### src/rtl/cordic_pkg.sv
// Shared constants and types for the CORDIC phase generator.
// Latency: n/a (package only).
// Backpressure: n/a (package only).
package cordic_pkg;

    localparam int WIDTH          = 32;
    localparam int FPSHIFT        = 28;
    localparam int CORDIC_LATENCY = 32;

    // round(2*pi * 2^28) and round(pi/2 * 2^28), Q4.28 radians
    localparam logic [31:0] TWO_PI_FP  = 32'h6487_ED51;
    localparam logic [31:0] HALF_PI_FP = 32'h1921_FB54;

    typedef enum logic [1:0] {
        IDLE  = 2'd0,
        RUN   = 2'd1,
        DRAIN = 2'd2,
        DONE  = 2'd3
    } state_e;

endpackage

### src/rtl/cordic_valid_pipe.sv
// Valid-bit delay line matching the CORDIC core's input-to-output latency.
// Latency: DEPTH cycles from vld_in to vld_out.
// Backpressure: none; shifts every cycle because the CORDIC pipeline has no enable.
//
// Ports: clk, rst (sync, active-high, clears every stage), vld_in, vld_out.
module cordic_valid_pipe #(
    parameter int DEPTH = 32
) (
    input  logic clk,
    input  logic rst,
    input  logic vld_in,
    output logic vld_out
);

    logic [DEPTH-1:0] sr_q;
    logic [DEPTH-1:0] sr_d;

    always_comb begin
        sr_d = {sr_q[DEPTH-2:0], vld_in};
    end

    always_ff @(posedge clk) begin
        if (rst) begin
            sr_q <= '0;
        end else begin
            sr_q <= sr_d;
        end
    end

    assign vld_out = sr_q[DEPTH-1];

endmodule

### src/rtl/cordic_phase_gen.sv
// Burst angle generator feeding the pipelined CORDIC; angles wrapped into [0, 2*pi).
// Latency: first angle one cycle after start acceptance; result_valid LATENCY cycles after angle_valid.
// Backpressure: hold freezes issue in RUN; start is only honoured in IDLE.
//
// Ports: clk, rst (sync, active-high); start/start_phase/step/num_samples burst request;
//        hold issue stall; angle/angle_valid/wrap to the CORDIC; result_valid aligned to
//        the CORDIC outputs; busy, done (end-of-burst pulse), err (rejected-start pulse).
module cordic_phase_gen #(
    parameter int WIDTH   = cordic_pkg::WIDTH,
    parameter int FPSHIFT = cordic_pkg::FPSHIFT,
    parameter int LATENCY = cordic_pkg::CORDIC_LATENCY
) (
    input  logic             clk,
    input  logic             rst,
    input  logic             start,
    input  logic [WIDTH-1:0] start_phase,
    input  logic [WIDTH-1:0] step,
    input  logic [15:0]      num_samples,
    input  logic             hold,
    output logic [WIDTH-1:0] angle,
    output logic             angle_valid,
    output logic             wrap,
    output logic             result_valid,
    output logic             busy,
    output logic             done,
    output logic             err
);

    import cordic_pkg::*;

    // The 2*pi constant is only valid for a Q4.28 angle, and the delay line needs two stages.
    if (WIDTH != 32 || FPSHIFT != 28 || LATENCY < 2) begin : g_cfg_check
        $error("cordic_phase_gen: unsupported parameter set");
    end

    localparam int CW = (LATENCY > 1) ? $clog2(LATENCY) : 1;
    localparam logic [CW-1:0] DRAIN_LAST = CW'(LATENCY - 1);
    localparam logic signed [WIDTH:0] TP_X = $signed((WIDTH+1)'(TWO_PI_FP));

    state_e             state_q, state_d;
    logic [WIDTH-1:0]   phase_q, phase_d;
    logic               phase_wrap_q, phase_wrap_d;
    logic [WIDTH-1:0]   step_q, step_d;
    logic [15:0]        remaining_q, remaining_d;
    logic [CW-1:0]      drain_cnt_q, drain_cnt_d;
    logic               rej_q, rej_d;
    logic [WIDTH-1:0]   angle_q, angle_d;
    logic               angle_valid_q, angle_valid_d;
    logic               wrap_q, wrap_d;
    logic               busy_q, busy_d;
    logic               done_q, done_d;
    logic               err_q, err_d;

    logic signed [WIDTH:0] sum;
    logic signed [WIDTH:0] sp_x;
    logic signed [WIDTH:0] step_x;
    logic [WIDTH-1:0]      next_phase;
    logic                  next_wrap;
    logic                  start_legal;

    // Phase advance at WIDTH+1 bits so that both overflow directions are visible
    // before the single-step correction back into [0, 2*pi).
    always_comb begin
        sum        = $signed({phase_q[WIDTH-1], phase_q}) + $signed({step_q[WIDTH-1], step_q});
        next_phase = sum[WIDTH-1:0];
        next_wrap  = 1'b0;
        if (sum >= TP_X) begin
            next_phase = WIDTH'(sum - TP_X);
            next_wrap  = 1'b1;
        end else if (sum < 0) begin
            next_phase = WIDTH'(sum + TP_X);
            next_wrap  = 1'b1;
        end
    end

    always_comb begin
        sp_x        = $signed({start_phase[WIDTH-1], start_phase});
        step_x      = $signed({step[WIDTH-1], step});
        start_legal = (sp_x >= 0) && (sp_x < TP_X) && (step_x < TP_X) && (step_x > -TP_X);
    end

    // Status outputs are registered from the current state, so they trail the
    // state register by one cycle; angle/valid are registered at the issue edge.
    always_comb begin
        state_d       = state_q;
        phase_d       = phase_q;
        phase_wrap_d  = phase_wrap_q;
        step_d        = step_q;
        remaining_d   = remaining_q;
        drain_cnt_d   = drain_cnt_q;
        rej_d         = 1'b0;
        angle_d       = angle_q;
        angle_valid_d = 1'b0;
        wrap_d        = 1'b0;
        busy_d        = (state_q != IDLE);
        done_d        = (state_q == DONE);
        err_d         = rej_q;

        case (state_q)
            IDLE: begin
                if (start) begin
                    if (start_legal) begin
                        step_d       = step;
                        phase_d      = start_phase;
                        phase_wrap_d = 1'b0;
                        remaining_d  = num_samples;
                        state_d      = (num_samples == 16'd0) ? DONE : RUN;
                    end else begin
                        rej_d = 1'b1;
                    end
                end
            end
            RUN: begin
                if (!hold) begin
                    angle_d       = phase_q;
                    angle_valid_d = 1'b1;
                    wrap_d        = phase_wrap_q;
                    phase_d       = next_phase;
                    phase_wrap_d  = next_wrap;
                    remaining_d   = remaining_q - 16'd1;
                    if (remaining_q == 16'd1) begin
                        state_d     = DRAIN;
                        drain_cnt_d = '0;
                    end
                end
            end
            DRAIN: begin
                if (drain_cnt_q == DRAIN_LAST) begin
                    state_d = DONE;
                end else begin
                    drain_cnt_d = drain_cnt_q + 1'b1;
                end
            end
            DONE: begin
                state_d = IDLE;
            end
            default: begin
                state_d = IDLE;
            end
        endcase
    end

    always_ff @(posedge clk) begin
        if (rst) begin
            state_q       <= IDLE;
            phase_q       <= '0;
            phase_wrap_q  <= 1'b0;
            step_q        <= '0;
            remaining_q   <= '0;
            drain_cnt_q   <= '0;
            rej_q         <= 1'b0;
            angle_q       <= '0;
            angle_valid_q <= 1'b0;
            wrap_q        <= 1'b0;
            busy_q        <= 1'b0;
            done_q        <= 1'b0;
            err_q         <= 1'b0;
        end else begin
            state_q       <= state_d;
            phase_q       <= phase_d;
            phase_wrap_q  <= phase_wrap_d;
            step_q        <= step_d;
            remaining_q   <= remaining_d;
            drain_cnt_q   <= drain_cnt_d;
            rej_q         <= rej_d;
            angle_q       <= angle_d;
            angle_valid_q <= angle_valid_d;
            wrap_q        <= wrap_d;
            busy_q        <= busy_d;
            done_q        <= done_d;
            err_q         <= err_d;
        end
    end

    cordic_valid_pipe #(
        .DEPTH (LATENCY)
    ) u_valid_pipe (
        .clk     (clk),
        .rst     (rst),
        .vld_in  (angle_valid_q),
        .vld_out (result_valid)
    );

    assign angle       = angle_q;
    assign angle_valid = angle_valid_q;
    assign wrap        = wrap_q;
    assign busy        = busy_q;
    assign done        = done_q;
    assign err         = err_q;

endmodule

### config.mk
export PLATFORM = sky130hd
export DESIGN_NAME = cordic_phase_gen
export DESIGN_NICKNAME = d
export VERILOG_FILES = /design/src/rtl/cordic_pkg.sv /design/src/rtl/cordic_valid_pipe.sv /design/src/rtl/cordic_phase_gen.sv
export SDC_FILE = /design/constraint.sdc
export NUM_CORES = 1
export LEC_CHECK = 0
export BUFFER_PORTS_ARGS = -buffer_cell sky130_fd_sc_hd__buf_4
export CAP_MARGIN = 0
export CORE_UTILIZATION = 46
export DETAILED_ROUTE_END_ITERATION = 8
export PLACE_DENSITY_LB_ADDON = 0.08
export RECOVER_POWER = 100
export SYNTH_ARGS = -nofsm -noshare
export SYNTH_HDL_FRONTEND = slang
export SYNTH_SLANG_ARGS = --single-unit
### constraint.sdc
create_clock -name clk -period 10.18 [get_ports clk]
set_input_delay 1.018 -clock clk [delete_from_list [all_inputs] [get_ports clk]]
set_output_delay 1.018 -clock clk [all_outputs]
set_load 0.01 [all_outputs]
==> results of run 1 <==
final timing paths:
kind / slack (ns) / cells after the start / from / to
worst min-delay path: 0.44 / 1 / u_valid_pipe.sr_q[19]$_SDFF_PP0_ / u_valid_pipe.sr_q[20]$_SDFF_PP0_
worst min register to register: 0.44 / 1 / u_valid_pipe.sr_q[19]$_SDFF_PP0_ / u_valid_pipe.sr_q[20]$_SDFF_PP0_
worst max-delay path: 3.57 / 5 / rst / phase_q[20]$_SDFFE_PP0P_
worst max register to register: 4.95 / 15 / phase_q[0]$_SDFFE_PP0P_ / phase_q[21]$_SDFFE_PP0P_
critical path, delay by kind of cell:
kind,cells,cell delay (ns)
buffers and inverters,2,4.74
AND/OR/NAND/NOR,2,0.72
AO/OA/AOI/OAI,1,0.10
area by class of cell:
type | instances | area (um^2) | share of cell area
clock buffer | 17 | 425.4 | 0.03603
clock inverter | 15 | 190.2 | 0.01611
inverter | 23 | 86.33 | 0.007312
multi-input combinational | 1079 | 6758 | 0.5724
sequential | 158 | 3163 | 0.2679
tap | 280 | 350.3 | 0.02967
timing repair buffer | 132 | 833.3 | 0.07058
power by group through the flow:
stage               Clock (mW)  Sequential, mW  Combinational (mW)
finish                   0.659           0.817                1.28
global route             0.694           0.826                1.42
CTS                      0.667           0.811                1.26
detailed placement           0           0.825                1.26
global placement             0           0.822                1.25
floorplan                    0           0.777               0.956
state kept, by name, indices dropped and copies added, names as in the netlist:
signal and cells:
wrap 1, phase_q 32, state_q 2, err 1, angle_valid 1, remaining_q 16, drain_cnt_q 5, done 1
u_valid_pipe.sr_q 32, angle 32, err_d 1, phase_wrap_q 1, step_q 32, busy 1
Yosys cell counts (5+ instances only):
| library cell | n |
|---|---|
| nand2_1 | 162 |
| dfxtp_1 | 158 |
| a21oi_1 | 138 |
| nor2_1 | 137 |
| o21ai_0 | 68 |
| clkbuf_1 | 57 |
| ha_1 | 43 |
| nor3_1 | 43 |
| nor2b_1 | 41 |
| mux2i_1 | 40 |
| xnor2_1 | 35 |
| nand3_1 | 32 |
| inv_1 | 23 |
| a211oi_1 | 22 |
| a31oi_1 | 20 |
| nor4_1 | 20 |
| nand4_1 | 17 |
| o211ai_1 | 15 |
| and3_1 | 13 |
| xor2_1 | 13 |
| and2_1 | 12 |
| nand2b_1 | 12 |
| o22ai_1 | 12 |
| buf_2 | 11 |
| or3_1 | 11 |
| and4_1 | 10 |
| buf_1 | 10 |
| a311oi_1 | 9 |
| or4_1 | 8 |
| a211o_1 | 7 |
| a22oi_1 | 7 |
| o211a_1 | 6 |
| o21a_1 | 6 |
| o31a_1 | 6 |
| a221oi_1 | 5 |
| a41oi_1 | 5 |
| nand4b_1 | 5 |
| o21ai_1 | 5 |
| o31ai_1 | 5 |
layer usage:
| metal | share of wire | vias to the layer above |
|---|---|---|
| met1 | 0.48 | 4708 |
| li1 | - | 5068 |
| met3 | 0.091 | 45 |
| met2 | 0.41 | 438 |
| met4 | 0.018 | 2 |
| met5 | 0.00041 | - |
cell families after synthesis:
group / after synthesis
buf+inv: 103
flops: 158
fa+ha+maj: 44
mux: 41
xor+xnor: 49
compound gates: 405
simple gates: 540
placed cells by master (no fill, tap or decap), drive strengths merged, types with 20 or more instances in the layout:
| master | n |
|---|---|
| a21oi | 139 |
| nand3 | 32 |
| a211oi | 27 |
| dfxtp | 158 |
| nor4 | 20 |
| nor2b | 41 |
| nor3 | 43 |
| nor2 | 137 |
| nand2 | 163 |
| clkbuf | 60 |
| ha | 43 |
| inv | 29 |
| xnor2 | 36 |
| buf | 89 |
| o21ai | 74 |
| a31oi | 20 |
| mux2i | 40 |
==> out/results.ini, run 1 <==
[finish]
fin_nets=1539
fin_cells=1704
syn_to_final_growth_pct=14.63
nFillCells=2154
fin_util=0.5393
final_area_um2=11810
drive_above_1_share=0.1060
n_antenna_cell=0

[timing]
clock_skew_ns=0.01230
holdWs_ns=0.4397
fmax_mhz=151.4
worst_slack_ns=3.574
finalSetupViolations=0
rsz0062_at_grt=no
relSlewSlack=-1.757
finalCritPeriodShare=0.6489
slew_viol_final=278
final.min_clock_period_ns=6.606
tightest_slew_ns=4.136
tns_ns=0
finalHoldViolCount=0

[placement]
post_dp_cell_area_um2=11350
io_buffer_count=121
dpl.hpwl_mm=23.64
gp_congestion=0.9123
placed_cells=1672
dp_slack_ns=4.636

[clock_tree]
cts-root-buf=clkbuf_16
ctsResizeCount=0
clkSinkCount=158
clockBufferDepth=2
htree_levels=4
cts_tree=built
post_cts_buffers=0
clk_pin_slew_worst_paths_ns=0.08
clk_latency_ns=0.44
numCtsBuffers=17
postCtsHoldBufs=0

[synth]
synth_warnings=0
synthArstFlopShare=0
ys_seq_elements=158
synth_mux_area_frac=0.03997
synth-edff-count=0
seq_area_frac_synth=0.3071
synth_area_leaders=dfxtp_1 (31%), a21oi_1 (6.7%), nand2_1 (5.9%)
synth_compound_area_frac=0.2631
postSynthAreaPerCell_um2=7.686
synth_cell_types=87
synthSimpleGateAreaFrac=0.2533
synth_top_area_frac=0.3071
synth_nets=1468
syn_area_um2=10300
synth_top_family_by_area=compound AO/OA/AOI/OAI gates
yosys.area_share.adder=0.05418
syn_inst=1340
yosys.area.top_type=dfxtp_1
ys.flop_type=dfxtp_1
synth_xor_area_frac=0.04240

[worst_setup_path]
critical_path_class=input pin to flip-flop
cpMostUsedCell=clkbuf_1
cp.arrival_ns=6.76
path_cells=clkbuf_1, clkbuf_1, nor2_1, nand2_1, o41ai_1
worst-path-max-fanout=92
cp_slowest_cell=clkbuf_1
worst_setup_path_end_kind=flip-flop
max_stage_delay_ns=2.94
cp-start-kind=input pin
required_ns=10.34

[drt]
via_count=10260
viasPerCell=6.022
drt-wirelength-per-cell_um=18.74
drt-total-wl_mm=31.93
drc=0
postRouteAntennaNets=0
drt_iter0_drc=769
first_pass_iters=5

[grt]
grt_usage=0.2798
antenna_found_initial=1
grtUsageMet2=0.4087
met3_usage=0.05509
grt_busiest_layer=met1
use_met1=0.4135
grt_max_degree=93
first_global_vias=9132
grt_pass1_wl_mm=49.91
grt_overflow=0

[power]
power.share.combinational=0.465
switchingPower_mw=1.265
powerDensity_nw_per_um2=233.7
power_mw=2.759
power.share.switching=0.4586
ir_drop_v=0.0001425
seqPwrFrac=0.296
pwr-share-clk=0.239
p_int_mw=1.494
p_leak_nw=4.566

[job]
maxCapViolations=5

[outcome]
status=finished, violations left
violations=capacitance limit, slew limit

[floorplan]
dieWidth_um=151.6
rows=54
dieArea_um2=22990
io_pins=122
die_h_um=151.6
core_area_um2=21890
start_util=0.4705

[worst_hold_path]
hp-class=flip-flop to flip-flop

Power figures use the tool's default switching activity.
==> run 2, diff against run 1 <==
Clock period 10.18 ns to 6.2 ns, I/O delays scaled along.
==> run 2 against run 1 <==
Effect of this change:
- the run still ends with capacitance limit, slew limit left
- register-to-register slack got worse by 4.4 ns
- clock-buffer cell count unchanged
- combinational power increased by 62%
- sequential power increased by 65%
- highest routed layer unchanged
==> out/results.ini, run 2 (same netlist as run 1, synthesis figures left out) <==
[clock_tree]
htree_levels=4
numCtsBuffers=17
ctsResizeCount=0
cts-root-buf=clkbuf_16
clk_latency_ns=0.44
clk_pin_slew_worst_paths_ns=0.07
clkSinkCount=158
post_cts_buffers=0
cts_tree=built
postCtsHoldBufs=0
clockBufferDepth=2

[power]
switchingPower_mw=2.048
ir_drop_v=0.0001536
power_mw=4.495
power.share.combinational=0.462
p_int_mw=2.447
power.share.switching=0.4556
powerDensity_nw_per_um2=381.1
p_leak_nw=4.569
pwr-share-clk=0.239
seqPwrFrac=0.300

[finish]
nFillCells=2154
final_cell_mix=nand2_1 (163), dfxtp_1 (158), a21oi_1 (138), nor2_1 (136), buf_4 (89)
n_antenna_cell=0
fin_nets=1540
syn_to_final_growth_pct=14.50
drive_above_1_share=0.1046
layout_commonest_cell=nand2_1

[floorplan]
dieWidth_um=151.6
io_pins=122
rows=54
die_h_um=151.6
core_area_um2=21890
dieArea_um2=22990
start_util=0.4705

[placement]
gp_congestion=0.9297
dpl.hpwl_mm=23.41
dp_slack_ns=0.6249
io_buffer_count=121

[worst_hold_path]
min_path_cells=3
hp-class=input pin to flip-flop
hold_end=step_q[3]$_SDFFE_PP0P_
min_from=step[3]

[timing]
fmax_mhz=178.1
finalSetupViolations=0
finalHoldViolCount=0
holdWs_ns=0.4275
tightest_slew_ns=3.966
relSlewSlack=-1.644
tns_ns=0
worst_slack_ns=0.5856
finalCritPeriodShare=0.9055
final.min_clock_period_ns=5.614
slew_viol_final=208
clock_skew_ns=0.01089
rsz0062_at_grt=no

[worst_setup_path]
reg2reg_to=phase_q[4]$_SDFFE_PP0P_
worst-path-max-fanout=15
required_ns=6.56
worst_setup_path_end_kind=flip-flop
cp.arrival_ns=5.97
r2r_slack_ns=0.59
reg2reg_from=phase_q[0]$_SDFFE_PP0P_
cp-start-kind=flip-flop
reg2reg_depth=14
critical_path_class=flip-flop to flip-flop

[drt]
first_pass_iters=5
viasPerCell=6.018
via_count=10260
drt-wirelength-per-cell_um=18.43
drt-total-wl_mm=31.42
drt_iter0_drc=728
postRouteAntennaNets=0
drc=0

[grt]
first_global_vias=9062
grt_overflow=0
grt_max_degree=90
antenna_found_initial=1
grt_usage=0.2772
grt_pass1_wl_mm=49.25

[job]
maxCapViolations=4

[outcome]
violations=capacitance limit, slew limit
status=finished, violations left

run 2: area by class of cell:
cell class | count | area, um^2 | share of cell area
multi-input cells | 1079 | 6740 | 0.5715
flip-flops and latches | 158 | 3163 | 0.2682
repair buffers | 133 | 838.3 | 0.07108
clock buffers | 17 | 425.4 | 0.03607
well taps | 280 | 350.3 | 0.02971
clock inverters | 15 | 190.2 | 0.01613
inverters | 23 | 86.33 | 0.007320
run 2: per-layer routing:
metal | global-route usage | vias to the layer above | routed length (um) | share of wire
met5 | 0 | - | 10 | 0.00032
met2 | 0.4059 | 368 | 13200 | 0.42
met3 | 0.05359 | 37 | 2677 | 0.085
li1 | - | 5083 | - | -
met4 | 0.07129 | 2 | 549 | 0.017
met1 | 0.4107 | 4770 | 14980 | 0.48
run 2: worst max-delay path by stage:
stage	slack, ns	startpoint	end
after detailed placement	0.62	start_phase[3]	phase_q[30]$_SDFFE_PP0P_
after global placement	0.63	start_phase[3]	phase_q[30]$_SDFFE_PP0P_
after floorplan	1.96	phase_q[0]$_SDFFE_PP0P_	phase_q[17]$_SDFFE_PP0P_
after CTS	1.05	phase_q[0]$_SDFFE_PP0P_	phase_q[4]$_SDFFE_PP0P_
after global routing	0.41	phase_q[0]$_SDFFE_PP0P_	phase_q[4]$_SDFFE_PP0P_
final	0.59	phase_q[0]$_SDFFE_PP0P_	phase_q[4]$_SDFFE_PP0P_
run 2: power groups by stage:
stage	combinational [mW]	clock [mW]	sequential, mW
global route	2.30	1.14	1.36
CTS	2.06	1.09	1.33
finish	2.07	1.07	1.35
global placement	2.04	0	1.35
detailed placement	2.05	0	1.36
floorplan	1.57	0	1.28
run 2: critical path, stage by stage, from the launching register on:
cell       delay [ns]
dfxtp_1          0.34
ha_1             0.26
fa_1             0.48
a211oi_2         0.34
o31a_1           0.28
o2bb2ai_1        0.12
a211oi_4         0.34
nand2_1          0.16
or4_4            0.53
o311ai_0         0.68
a21oi_1          0.24
o211a_1          0.50
nor4_1           0.66
a41oi_1          0.22
a31oi_1          0.36
run 2: per-stage QoR:
step,utilization,instance area [um^2],cells
after floorplan,-,10300,1340
after global placement,0.5187,11360,1673
after detailed placement,0.5187,11360,1673
after CTS,0.5469,11970,1705
after global routing,0.5388,11790,1705
final,0.5388,11790,1705
==> run 3, diff against run 2 <==
Settings changed: CELL_PAD_IN_SITES_DETAIL_PLACEMENT from default to 1, CELL_PAD_IN_SITES_GLOBAL_PLACEMENT from default to 1, CORE_UTILIZATION 46 to 44.
==> run 3 against run 2 <==
Effect of this change:
- final area increased by 0.63%
- maximum frequency is 1.1% lower
- global-route usage rose by 2.4 points
- combinational power up 6%
- cell count up 2.2%
- the flow still finishes with violations (capacitance limit, slew limit)
- critical path depth up 1
- worst setup slack lost 0.061 ns
- critical path type unchanged
==> out/results.ini, run 3 (same netlist as run 1, synthesis figures left out) <==
[clock_tree]
clkSinkCount=158
cts-root-buf=clkbuf_16
ctsResizeCount=0
clockBufferDepth=2
cts_tree=built
clk_pin_slew_worst_paths_ns=0.08
clk_latency_ns=0.45
numCtsBuffers=17
htree_levels=4
postCtsHoldBufs=0
post_cts_buffers=0

[floorplan]
die_h_um=155
dieWidth_um=155
io_pins=122
start_util=0.4522
core_area_um2=22780
rows=55
dieArea_um2=24030

[power]
pwr-share-clk=0.237
power.share.combinational=0.472
ir_drop_v=0.0001643
switchingPower_mw=2.171
powerDensity_nw_per_um2=390.6
power.share.switching=0.4684
p_leak_nw=4.587
p_int_mw=2.465
seqPwrFrac=0.290
power_mw=4.636

[worst_setup_path]
reg2reg_from=phase_q[0]$_SDFFE_PP0P_
crit_start=phase_q[0]$_SDFFE_PP0P_
required_ns=6.39
cp_slowest_cell=o211ai_2
path_cells=ha_1, fa_1, a211oi_1, o31a_1, o2bb2ai_1, a211oi_4, nand2_2, or4_4, o311ai_1, a21oi_1, o211ai_2, buf_4, mux2i_1, a2111oi_0, nor4_1
cp_top_family=compound AO/OA/AOI/OAI gates
cp-start-kind=flip-flop
max_stage_delay_ns=0.61
path_buf_inv=1
worst_setup_path_end_kind=flip-flop
worst-path-max-fanout=15
critical_path_class=flip-flop to flip-flop
cp.arrival_ns=5.86

[grt]
grt_max_degree=82
grt_pass1_wl_mm=56.61
grt_overflow=0
antenna_found_initial=0
first_global_vias=10290
grt_usage=0.3011

[finish]
nFillCells=2854
seq_area_um2=3163
n_antenna_cell=0
final_cell_mix=nand2_1 (162), dfxtp_1 (158), a21oi_1 (138), nor2_1 (135), buf_4 (93)
layout_commonest_cell=nand2_1
fin_nets=1544
syn_to_final_growth_pct=15.22
drive_above_1_share=0.1085
multi_input_area_um2=6753

[timing]
final.min_clock_period_ns=5.676
rsz0062_at_grt=no
tightest_slew_ns=3.041
finalCritPeriodShare=0.9154
fmax_mhz=176.2
slew_viol_final=180
finalSetupViolations=0
relSlewSlack=-1.027
tns_ns=0
finalHoldViolCount=0
clock_skew_ns=0.009156

[drt]
wl_met3_mm=1.963
wl_met1_mm=17.25
routed.top_layer=met4
drc=0
drt-total-wl_mm=35.68
via_count=10580
viasPerCell=6.076
route.met2.wl_mm=15.75
drt-wirelength-per-cell_um=20.48
postRouteAntennaNets=0
drt_iter0_drc=611
first_pass_iters=5

[worst_hold_path]
hp-class=input pin to flip-flop
min_from=step[30]

[outcome]
status=finished, violations left
violations=capacitance limit, slew limit

[placement]
dpl.hpwl_mm=26.65
gp_congestion=0.8751
io_buffer_count=121

[job]
maxCapViolations=3

-- run 3: cell types whose count changed in the layout (fill, tap and decap cells not counted), moves of 2 or more --
cell	before	now
buf_4	89	93
inv_6	2	5
clkinv_4	2	0
clkinv_8	7	5
-- run 3: power by group through the flow --
stage          Clock [mW]  Combinational [mW]  Sequential (mW)
2_1_floorplan           0                1.57             1.28
3_3_place_gp            0                2.10             1.35
3_5_place_dp            0                2.15             1.36
4_1_cts              1.12                2.17             1.33
5_1_grt              1.16                2.40             1.36
6_report             1.10                2.19             1.35
-- run 3: metrics by stage --
| stage | utilization | setup WS (ns) | std cells | hold WS (ns) | cell area [um^2] |
|---|---|---|---|---|---|
| floorplan | - | 1.955 | 1340 | 0.4138 | 10300 |
| global placement | 0.5017 | 0.7477 | 1710 | 0.4190 | 11430 |
| detailed placement | 0.5017 | 0.6936 | 1710 | 0.4285 | 11430 |
| CTS | 0.5284 | 0.8433 | 1742 | 0.4199 | 12040 |
| global route | 0.5210 | 0.2854 | 1742 | 0.4259 | 11870 |
| finish | 0.5210 | 0.5243 | 1742 | 0.4228 | 11870 |
-- run 3: metal layers --
| layer | track usage | vias up |
|---|---|---|
| met1 | 0.4261 | 5162 |
| met2 | 0.4693 | 299 |
| met3 | 0.04763 | 43 |
| met4 | 0.08817 | 0 |
| met5 | 0 | - |
| li1 | - | 5080 |
-- run 3: final timing paths --
path / slack (ns) / cells past startpoint / to
worst max-delay path: 0.52 / 15 / phase_q[12]$_SDFFE_PP0P_
worst min register to register: 0.43 / 1 / u_valid_pipe.sr_q[13]$_SDFF_PP0_
worst min-delay path: 0.42 / 3 / step_q[30]$_SDFFE_PP0P_
worst max register to register: 0.52 / 15 / phase_q[12]$_SDFFE_PP0P_
-- run 3: area by class of cell --
class	instances	area share
Timing Repair Buffer	137	0.07296
Inverter	23	0.007275
Sequential cell	158	0.2665
Tap cell	313	0.03300
Clock inverter	15	0.01539
Clock buffer	17	0.03585
Multi-Input combinational cell	1079	0.5690
-- run 3: worst register-to-register path, stage by stage (launching register included) --
cell and delay, ns:
dfxtp_1 0.33, ha_1 0.25, fa_1 0.47, a211oi_1 0.47
o31a_1 0.29, o2bb2ai_1 0.13, a211oi_4 0.35, nand2_2 0.13
or4_4 0.54, o311ai_1 0.58, a21oi_1 0.23, o211ai_2 0.61
buf_4 0.36, mux2i_1 0.10, a2111oi_0 0.49, nor4_1 0.09
